File: config.mk
export PLATFORM = sky130hd
export DESIGN_NAME = mseq_rx
export DESIGN_NICKNAME = d
export VERILOG_FILES = /design/src/rtl/mseq_pkg.sv /design/src/rtl/mseq_lfsr_step.sv /design/src/rtl/mseq_rx.sv
export SDC_FILE = /design/constraint.sdc
export NUM_CORES = 1
export LEC_CHECK = 0
export CAP_MARGIN = 10
export CELL_PAD_IN_SITES_DETAIL_PLACEMENT = 0
export CELL_PAD_IN_SITES_GLOBAL_PLACEMENT = 1
export CORE_AREA = 4 4 71 73
export DETAILED_ROUTE_END_ITERATION = 10
export DIE_AREA = 0 0 75 77
export PLACE_DENSITY_LB_ADDON = 0.12
export SLEW_MARGIN = 20
export SYNTH_ARGS = -nofsm -noshare
export SYNTH_HDL_FRONTEND = slang
export SYNTH_HIERARCHICAL = 1
export SYNTH_SLANG_ARGS = --single-unit
File: constraint.sdc
create_clock -name CLK_50MHZ -period 3.3 [get_ports CLK_50MHZ]
set_clock_uncertainty 0.05 [all_clocks]
set_input_delay 0.33 -clock CLK_50MHZ [delete_from_list [all_inputs] [get_ports CLK_50MHZ]]
set_output_delay 0.33 -clock CLK_50MHZ [all_outputs]
set_load 0.01 [all_outputs]
File: src/rtl/mseq_pkg.sv
// mseq_pkg: shared M-sequence types, width and LFSR prediction for generator and receiver.
package mseq_pkg;
  localparam int MSEQ_W = 4;
  typedef enum logic [1:0] {ACQ, VERIFY, LOCK} state_t;
  function automatic logic lfsr_pred(input logic [MSEQ_W-1:0] window, input logic [MSEQ_W-1:0] taps);
    return ^(window & taps);
  endfunction
endpackage

File: src/rtl/mseq_lfsr_step.sv
// mseq_lfsr_step: one combinational LFSR step.
// st: current window/replica, taps: feedback mask, pred: next sequence bit, nxt: state after shifting pred in at the MSB.
module mseq_lfsr_step
  import mseq_pkg::*;
(
  input  logic [MSEQ_W-1:0] st,
  input  logic [MSEQ_W-1:0] taps,
  output logic              pred,
  output logic [MSEQ_W-1:0] nxt
);
  assign pred = lfsr_pred(st, taps);
  assign nxt  = {pred, st[MSEQ_W-1:1]};
endmodule

File: src/rtl/mseq_rx.sv
// mseq_rx: M-sequence receiver that acquires LFSR phase, locks, and flywheels a replica to flag/correct bit errors.
// Ports: CLK_50MHZ clock, RST sync active-high reset, in_fun/in_valid serial input with strobe;
// locked, bit_out/bit_out_valid corrected bit, rx_err mismatch pulse, sync period pulse, phase window/replica, err_cnt error count.
// MSEQ_RX_ERRCNT_EN: when defined, err_cnt is a 16-bit saturating counter; otherwise tied to zero.
module mseq_rx
  import mseq_pkg::*;
#(
  parameter logic [MSEQ_W-1:0] TYPE_PARAM = 4'b1001,
  parameter logic [MSEQ_W-1:0] SYNC_PARAM = 4'b0101,
  parameter int                LOCK_CNT   = 8,
  parameter int                MISS_LIMIT = 3
) (
  input  logic              CLK_50MHZ,
  input  logic              RST,
  input  logic              in_fun,
  input  logic              in_valid,
  output logic              locked,
  output logic              bit_out,
  output logic              bit_out_valid,
  output logic              rx_err,
  output logic              sync,
  output logic [MSEQ_W-1:0] phase,
  output logic [15:0]       err_cnt
);
  localparam int VW = $clog2(LOCK_CNT + 1);
  localparam int MW = $clog2(MISS_LIMIT + 1);
  state_t            state, state_n;
  logic [MSEQ_W-1:0] window, window_n, replica, replica_n, step_in, step_nxt;
  logic [1:0]        fill_cnt, fill_n;
  logic [VW-1:0]     ver_cnt, ver_n;
  logic [MW-1:0]     miss_cnt, miss_n;
  logic              pred, match, bo_n, bov_n, err_n, sync_n;
  assign step_in = (state == LOCK) ? replica : window;
  mseq_lfsr_step u_step (
    .st   (step_in),
    .taps (TYPE_PARAM),
    .pred (pred),
    .nxt  (step_nxt)
  );
  // An all-zero window is the LFSR lock-up state and can never predict correctly.
  assign match = (pred == in_fun) && (|window);
  always_comb begin
    state_n   = state;
    window_n  = window;
    replica_n = replica;
    fill_n    = fill_cnt;
    ver_n     = ver_cnt;
    miss_n    = miss_cnt;
    bo_n      = bit_out;
    bov_n     = 1'b0;
    err_n     = 1'b0;
    sync_n    = 1'b0;
    if (in_valid) begin
      window_n = {in_fun, window[MSEQ_W-1:1]};
      bov_n    = 1'b1;
      bo_n     = in_fun;
      case (state)
        ACQ: begin
          fill_n = fill_cnt + 2'd1;
          if (fill_cnt == 2'd3) begin
            state_n = VERIFY;
            ver_n   = '0;
          end
        end
        VERIFY: begin
          ver_n = match ? ver_cnt + 1'b1 : '0;
          if (match && ver_cnt == VW'(LOCK_CNT - 1)) begin
            state_n   = LOCK;
            replica_n = window_n;
            miss_n    = '0;
          end
        end
        LOCK: begin
          replica_n = step_nxt;
          bo_n      = pred;
          err_n     = pred != in_fun;
          miss_n    = err_n ? miss_cnt + 1'b1 : '0;
          if (err_n && miss_cnt == MW'(MISS_LIMIT - 1)) begin
            state_n = ACQ;
            fill_n  = '0;
          end
        end
        default: state_n = ACQ;
      endcase
      sync_n = (state_n == LOCK) && (replica_n == SYNC_PARAM);
    end
  end
  always_ff @(posedge CLK_50MHZ) begin
    if (RST) begin
      state         <= ACQ;
      window        <= '0;
      replica       <= '0;
      fill_cnt      <= '0;
      ver_cnt       <= '0;
      miss_cnt      <= '0;
      bit_out       <= 1'b0;
      bit_out_valid <= 1'b0;
      rx_err        <= 1'b0;
      sync          <= 1'b0;
    end else begin
      state         <= state_n;
      window        <= window_n;
      replica       <= replica_n;
      fill_cnt      <= fill_n;
      ver_cnt       <= ver_n;
      miss_cnt      <= miss_n;
      bit_out       <= bo_n;
      bit_out_valid <= bov_n;
      rx_err        <= err_n;
      sync          <= sync_n;
    end
  end
  assign locked = state == LOCK;
  assign phase  = locked ? replica : window;
`ifdef MSEQ_RX_ERRCNT_EN
  logic [15:0] err_q;
  always_ff @(posedge CLK_50MHZ) begin
    if (RST) err_q <= '0;
    else if (err_n && err_q != 16'hFFFF) err_q <= err_q + 16'd1;
  end
  assign err_cnt = err_q;
`else
  assign err_cnt = 16'h0000;
`endif
endmodule

==> results of run 1 <==
[metal layers]
| layer | vias to the layer above | share of wire (%) | track usage [%] |
|---|---|---|---|
| li1 | 573 | - | - |
| met1 | 516 | 46 | 14.3 |
| met2 | 21 | 50 | 19.9 |
| met3 | 2 | 3.8 | 2.09 |
| met4 | 0 | 0.58 | 3.20 |
| met5 | - | 0 | 0 |
[cell families (layout without fill, tap and decap cells)]
| group | after synthesis | after routing |
|---|---|---|
| AOI/OAI and AO/OA | 31 | 31 |
| xor gates and xnor gates | 4 | 4 |
| adders and majority gates | 7 | 7 |
| buffers and inverters | 33 | 26 |
| DFF | 22 | 22 |
| muxes | 13 | 13 |
| other | 2 | 20 |
| and+or+nand+nor | 59 | 59 |
[state kept, by name, summed over array words and instances (netlist names)]
| register | flops |
|---|---|
| bit_out_valid | 1 |
| ver_cnt | 4 |
| window | 4 |
| fill_cnt | 2 |
| sync | 1 |
| rx_err | 1 |
| state | 2 |
| replica | 4 |
| miss_cnt | 2 |
| bit_out | 1 |
[worst paths after layout]
| kind | start | cells after the start | end | slack [ns] |
|---|---|---|---|---|
| setup / recovery | state[0] | 11 | sync | 0.21 |
| setup reg to reg | state[0] | 11 | sync | 0.21 |
| hold reg to reg | bit_out | 2 | bit_out | 0.44 |
| hold / removal | bit_out | 2 | bit_out | 0.44 |
[final cells by class]
class | instances | area, um2 | area share [%]
clock buffers | 4 | 55.1 | 3.44
inverters | 6 | 22.5 | 1.41
multi-input cells | 134 | 866 | 54.1
flip-flops and latches | 22 | 440 | 27.5
well taps | 52 | 65.1 | 4.07
repair buffers | 16 | 150 | 9.39
[power breakdown]
group	switching, mW	leakage (nW)	internal (mW)
Clock	0.0850	0.0288	0.106
Sequential	0.00578	0.179	0.271
Combinational	0.0398	0.425	0.0255
Total	0.131	0.633	0.403
[worst register-to-register path: stages (launching register included)]
cell     delay, ns
dfxtp_1       0.34
inv_1         0.11
ha_1          0.26
mux2_2        0.39
nand2_1       0.08
xor2_1        0.07
xnor2_1       0.33
xor2_2        0.20
o31a_1        0.35
or3_1         0.37
a221o_1       0.33
nor4_2        0.12
[cell usage in the layout, fill, tap and decap left out, drive strengths merged, types with 3 or more instances in the layout]
cell / count
inv: 6
o21ai: 3
clkdlybuf4s50: 12
ha: 7
buf: 4
clkbuf: 4
o31a: 3
nand3: 5
dfxtp: 22
nor2: 27
a21oi: 10
mux2i: 7
mux2: 6
conb: 20
nand2b: 3
nand2: 9
nor4: 4
nor2b: 3
[stage by stage]
stage	setup WS (ns)	hold WS [ns]	utilization, %	power, mW
floorplan	0.0411	0.408	-	0.344
global placement	0.308	0.419	35.5	0.347
detailed placement	0.222	0.432	35.5	0.348
CTS	0.178	0.444	36.7	0.544
global route	0.00484	0.477	36.7	0.565
finish	0.208	0.438	36.7	0.533
==> impl_summary.txt, run 1 <==
----------------------------------------------------
[Die]
  Die outline width ... 75 um
  Placement row count ... 24
  Initial standard-cell utilization of the core ... 33.0%
  # IOs ... 29
  DIE AREA ... 5780 um2
  Die Y-Extent ... 77 um
  Area of the placeable core ... 4350 um2

[Logic synthesis]
  Combinational family with the most area after synthesis ... simple AND/OR/NAND/NOR gates
  Top post-synthesis cells by count ... nor2_1, dfxtp_1, buf_4, a21oi_1, nand2_1
  Share of flip-flops with an asynchronous set or reset ... 0%
  Yosys Warn Count ... 6
  Library cell occupying the most area in the post-synthesis netlist ... dfxtp_1
  Post-Syn Instances ... 171
  Xor and xnor fraction of the mapped netlist area ... 2.96%
  Area fraction in compound gates after synthesis ... 15.4%
  Multiplexer share of the synthesized area ... 9.57%
  Count of state elements after synthesis ... 22
  Area fraction of the dominant cell type after synthesis ... 30.6%
  Post-synthesis simple-gate area fraction ... 21.0%
  Top_reg_cell synth ... dfxtp_1
  Area share of fa/ha/maj cells after synthesis ... 6.09%
  Cell types occupying the most area after synthesis ... dfxtp_1, buf_4, nor2_1, ha_1, mux2i_1
  Syn Area/Cell ... 8.41 um2
  Top-count cell post-synth ... nor2_1
  Sequential-to-total area share from yosys stat ... 30.6%
  Library cells used by synthesis ... 42
  Synth Cell Area ... 1440 um2
  Number of flops mapped to enable cells by yosys ... 0

[Clock network]
  TritonCTS clock tree ... yes
  Number of buffers on the longest clock path ... 2
  Clock-pin transition on the worst setup and hold timing paths ... 0.08 ns
  Worst skew pair latency ... 0.26 ns
  Post-CTS Hold Buffers ... 0
  H-tree depth reported by CTS ... 1
  Clock sink count ... 22
  Number of gates given a new drive strength after cts ... 0
  Cell at the root of the clock tree ... clkbuf_8
  Post-CTS repair timing setup buffer count ... 0
  TritonCTS buffer count ... 3

[Global route]
  GR Util All Layers ... 11.5%
  Initial antenna violation count ... 0
  Maximum number of pins on one net before global-route repair ... 22
  Number of global-route vias before repair ... 1150
  Congestion Overflow GR ... 0
  Global-route wire length before repair ... 5310 um

[STA]
  Max Slew Vio Count ... 0
  Aggregate negative setup slack ... 0 ns
  Final setup viols ... 0
  Tcrit/Tclk final ... 93.7%
  Unrepaired setup endpoints after global routing ... false
  Min Clock Period, post-route ... 3.09 ns
  Final hold violation count ... 0
  Highest clock rate ... 323 MHz

[Route]
  Number of remaining DRC errors ... 0
  DRT antenna net count ... 0
  Initial DRT Pass Iterations ... 4
  WL final ... 3110 um
  Vias after detailed routing ... 1112
  Vias per std cell ... 4.75
  Routed wirelength normalized by instance count ... 13.3 um
  First-iteration detailed-routing DRC count ... 41

[Placement]
  Final weighted congestion in routability-driven placement ... 0.800
  Area post-placement ... 1540 um2
  Placed Cells ... 230
  HPWL reported at the end of detailed placement ... 2390 um
  Port Buffers ... 12

[Hold path]
  Type of the most critical hold path ... reg -> reg

[Critical path]
  Top fanout value on the critical path ... 7
  Critical-path top delay cell ... mux2_2
  Sequence of cells on the critical path ... inv_1 -> ha_1 -> mux2_2 -> nand2_1 -> xor2_1 -> xnor2_1 -> xor2_2 -> o31a_1 -> or3_1 -> a221o_1 -> nor4_2
  Number of buffer and inverter instances along the worst setup path ... 1
  Startpoint type of the worst setup path ... register
  Delay contributed by the slowest stage of the critical path ... 0.39 ns
  Crit end category ... register
  Category of cells accounting for the largest share of critical-path delay ... compound AO/OA/AOI/OAI gates
  Crit path DAT ... 3.22 ns
  Classification of the worst setup path ... reg -> reg
  Worst path required time ... 3.43 ns

[Final layout]
  Fraction of layout cells with a size suffix above 1 ... 12.1%
  Fin area ... 1600 um2
  Total number of nets in the final design ... 194
  Relative area change from synthesis to final layout ... 11.2%
  Number of fill cells in the layout ... 441
  Antenna Cells ... 0
  Cell Count, Final, Fillers Out ... 234

[Job]
  Max cap viols ... 0

[Power and ir drop]
  Max IR drop VDD ... 0.145 mV
  Power density over cell area ... 333 nW/um2
  Leakage power ... 0.633 nW

[Run status]
  Status ... complete, no violations

----------------------------------------------------
Power figures use the tool's default switching activity.
==> run 2: changes to the inputs <==
- CORE_AREA: 4 4 71 73 -> 10 10 77 79
- DIE_AREA: 0 0 75 77 -> 0 0 87 89
==> run 2 against run 1 <==
Compared with the run above:
- power up 1.2%
- sequential cell count unchanged
- die area rose by 34%
- design area increased by 0.63%
- core utilization decreased by 1.2 points
- critical endpoint unchanged
==> impl_summary.txt, run 2 (synthesis gave the netlist of run 1 again) <==
----------------------------------------------------
[Critical path]
  Delay contributed by the slowest stage of the critical path ... 0.39 ns
  Crit end category ... register
  Classification of the worst setup path ... reg -> reg
  Top fanout value on the critical path ... 7
  R2R Path Start ... state[0]
  Category of cells accounting for the largest share of critical-path delay ... compound AO/OA/AOI/OAI gates
  Worst Reg2Reg Path Length in Cells ... 11
  Number of buffer and inverter instances along the worst setup path ... 1
  Worst path required time ... 3.43 ns
  Critical-path top delay cell ... mux2_2
  Worst R2R Setup Slack ... 0.28 ns
  Worst reg2reg path endpoint ... sync
  Sequence of cells on the critical path ... inv_1 -> ha_1 -> mux2_2 -> nand2_1 -> xor2_1 -> xnor2_2 -> xor2_2 -> o31a_1 -> or3_1 -> a221o_1 -> nor4_2
  Crit path DAT ... 3.15 ns
  Startpoint type of the worst setup path ... register

[Route]
  DRT antenna net count ... 0
  Number of remaining DRC errors ... 0
  Routed wirelength normalized by instance count ... 14.1 um
  Vias per std cell ... 4.73
  Vias after detailed routing ... 1117
  First-iteration detailed-routing DRC count ... 90
  WL final ... 3330 um
  Initial DRT Pass Iterations ... 4

[Clock network]
  Worst skew pair latency ... 0.26 ns
  Cell at the root of the clock tree ... clkbuf_8
  TritonCTS clock tree ... yes
  Post-CTS Hold Buffers ... 0
  TritonCTS buffer count ... 3
  Number of buffers on the longest clock path ... 2
  Clock-pin transition on the worst setup and hold timing paths ... 0.08 ns
  H-tree depth reported by CTS ... 1
  Clock sink count ... 22

[Global route]
  Congestion Overflow GR ... 0
  Global-route wire length before repair ... 5440 um
  Initial antenna violation count ... 0
  Maximum number of pins on one net before global-route repair ... 22
  Number of global-route vias before repair ... 1079
  GR Util All Layers ... 8.84%

[Die]
  Placement row count ... 25
  Area of the placeable core ... 4540 um2
  # IOs ... 29
  DIE AREA ... 7740 um2
  Initial standard-cell utilization of the core ... 31.7%
  Die outline width ... 87 um
  Die Y-Extent ... 89 um

[STA]
  Unrepaired setup endpoints after global routing ... false
  Final setup viols ... 0
  Highest clock rate ... 331 MHz
  Worst hold slack across all endpoints ... 0.442 ns
  Final hold violation count ... 0
  Max Slew Vio Count ... 0
  Aggregate negative setup slack ... 0 ns
  Tcrit/Tclk final ... 91.4%
  Min Clock Period, post-route ... 3.02 ns

[Placement]
  Final weighted congestion in routability-driven placement ... 0.849
  HPWL reported at the end of detailed placement ... 2500 um
  Port Buffers ... 12
  Area post-placement ... 1550 um2

[Final layout]
  Most common cell after layout, fill and taps aside ... nor2_1
  Commonest cells after routing, fill and taps aside ... nor2_1, dfxtp_1, conb_1, clkdlybuf4s50_1, a21oi_1
  Fraction of layout cells with a size suffix above 1 ... 12.6%
  Antenna Cells ... 0
  Top Registers ... replica x4, ver_cnt x4, window x4
  Relative area change from synthesis to final layout ... 11.9%
  Fin area ... 1610 um2
  Total number of nets in the final design ... 194

[Run status]
  Status ... complete, no violations

[Job]
  Max cap viols ... 0

[Hold path]
  Type of the most critical hold path ... reg -> reg
  Hold Path Cell Cnt ... 2
  Start point of the worst min-delay path ... bit_out
  Hold EP ... bit_out

[Power and ir drop]
  Power density over cell area ... 335 nW/um2
  Total chip power ... 0.540 mW
  Leakage power ... 0.641 nW
  Max IR drop VDD ... 0.175 mV

----------------------------------------------------
==> run 2: worst max-delay path by stage <==
stage                         from  endpoint  slack [ns]  cells past startpoint
after CTS                 state[0]      sync        0.18                     11
after global placement    state[0]      sync        0.28                     11
after global routing      state[0]      sync         0.1                     11
final                     state[0]      sync        0.28                     11
after floorplan           state[0]      sync        0.04                     12
after detailed placement  state[0]      sync        0.22                     11
==> run 2: area by class of cell <==
type	count	area (um2)
clock buffers	4	55.1
fillers	454	2930
inverters	6	22.5
multi-input cells	134	873
flip-flops and latches	22	440
well taps	54	67.6
repair buffers	16	150
==> run 2: per-stage QoR <==
| step | instances | util (%) | setup WS, ns |
|---|---|---|---|
| after CTS | 236 | 35.3 | 0.178 |
| after global routing | 236 | 35.5 | 0.0973 |
| after floorplan | 189 | - | 0.0411 |
| final | 236 | 35.5 | 0.282 |
| after detailed placement | 232 | 34.1 | 0.215 |
| after global placement | 232 | 34.1 | 0.279 |
==> run 2: metal layers <==
metal | routed length [um] | track usage (%) | up-vias
li1 | - | - | 572
met1 | 1520 | 10.5 | 523
met2 | 1650 | 15.1 | 20
met3 | 137 | 2.10 | 2
met4 | 20 | 3.09 | 0
met5 | 0 | 0 | -
==> run 2: tightest hold or removal path, stage by stage, from the launching register on <==
cell and delay, ns:
dfxtp_1 0.31, nor2_1 0.08, a211oi_1 0.05
==> run 2: timing repair <==
| item | CTS | global route |
|---|---|---|
| resized for setup | 0 | 1 |
| buffers inserted | 0 | 0 |
| setup endpoints to repair | 0 | 1 |
==> run 2: power by group <==
group	internal, mW	switching (mW)
logic	0.0262	0.0410
clock network	0.106	0.0893
registers	0.271	0.00576
total	0.404	0.136
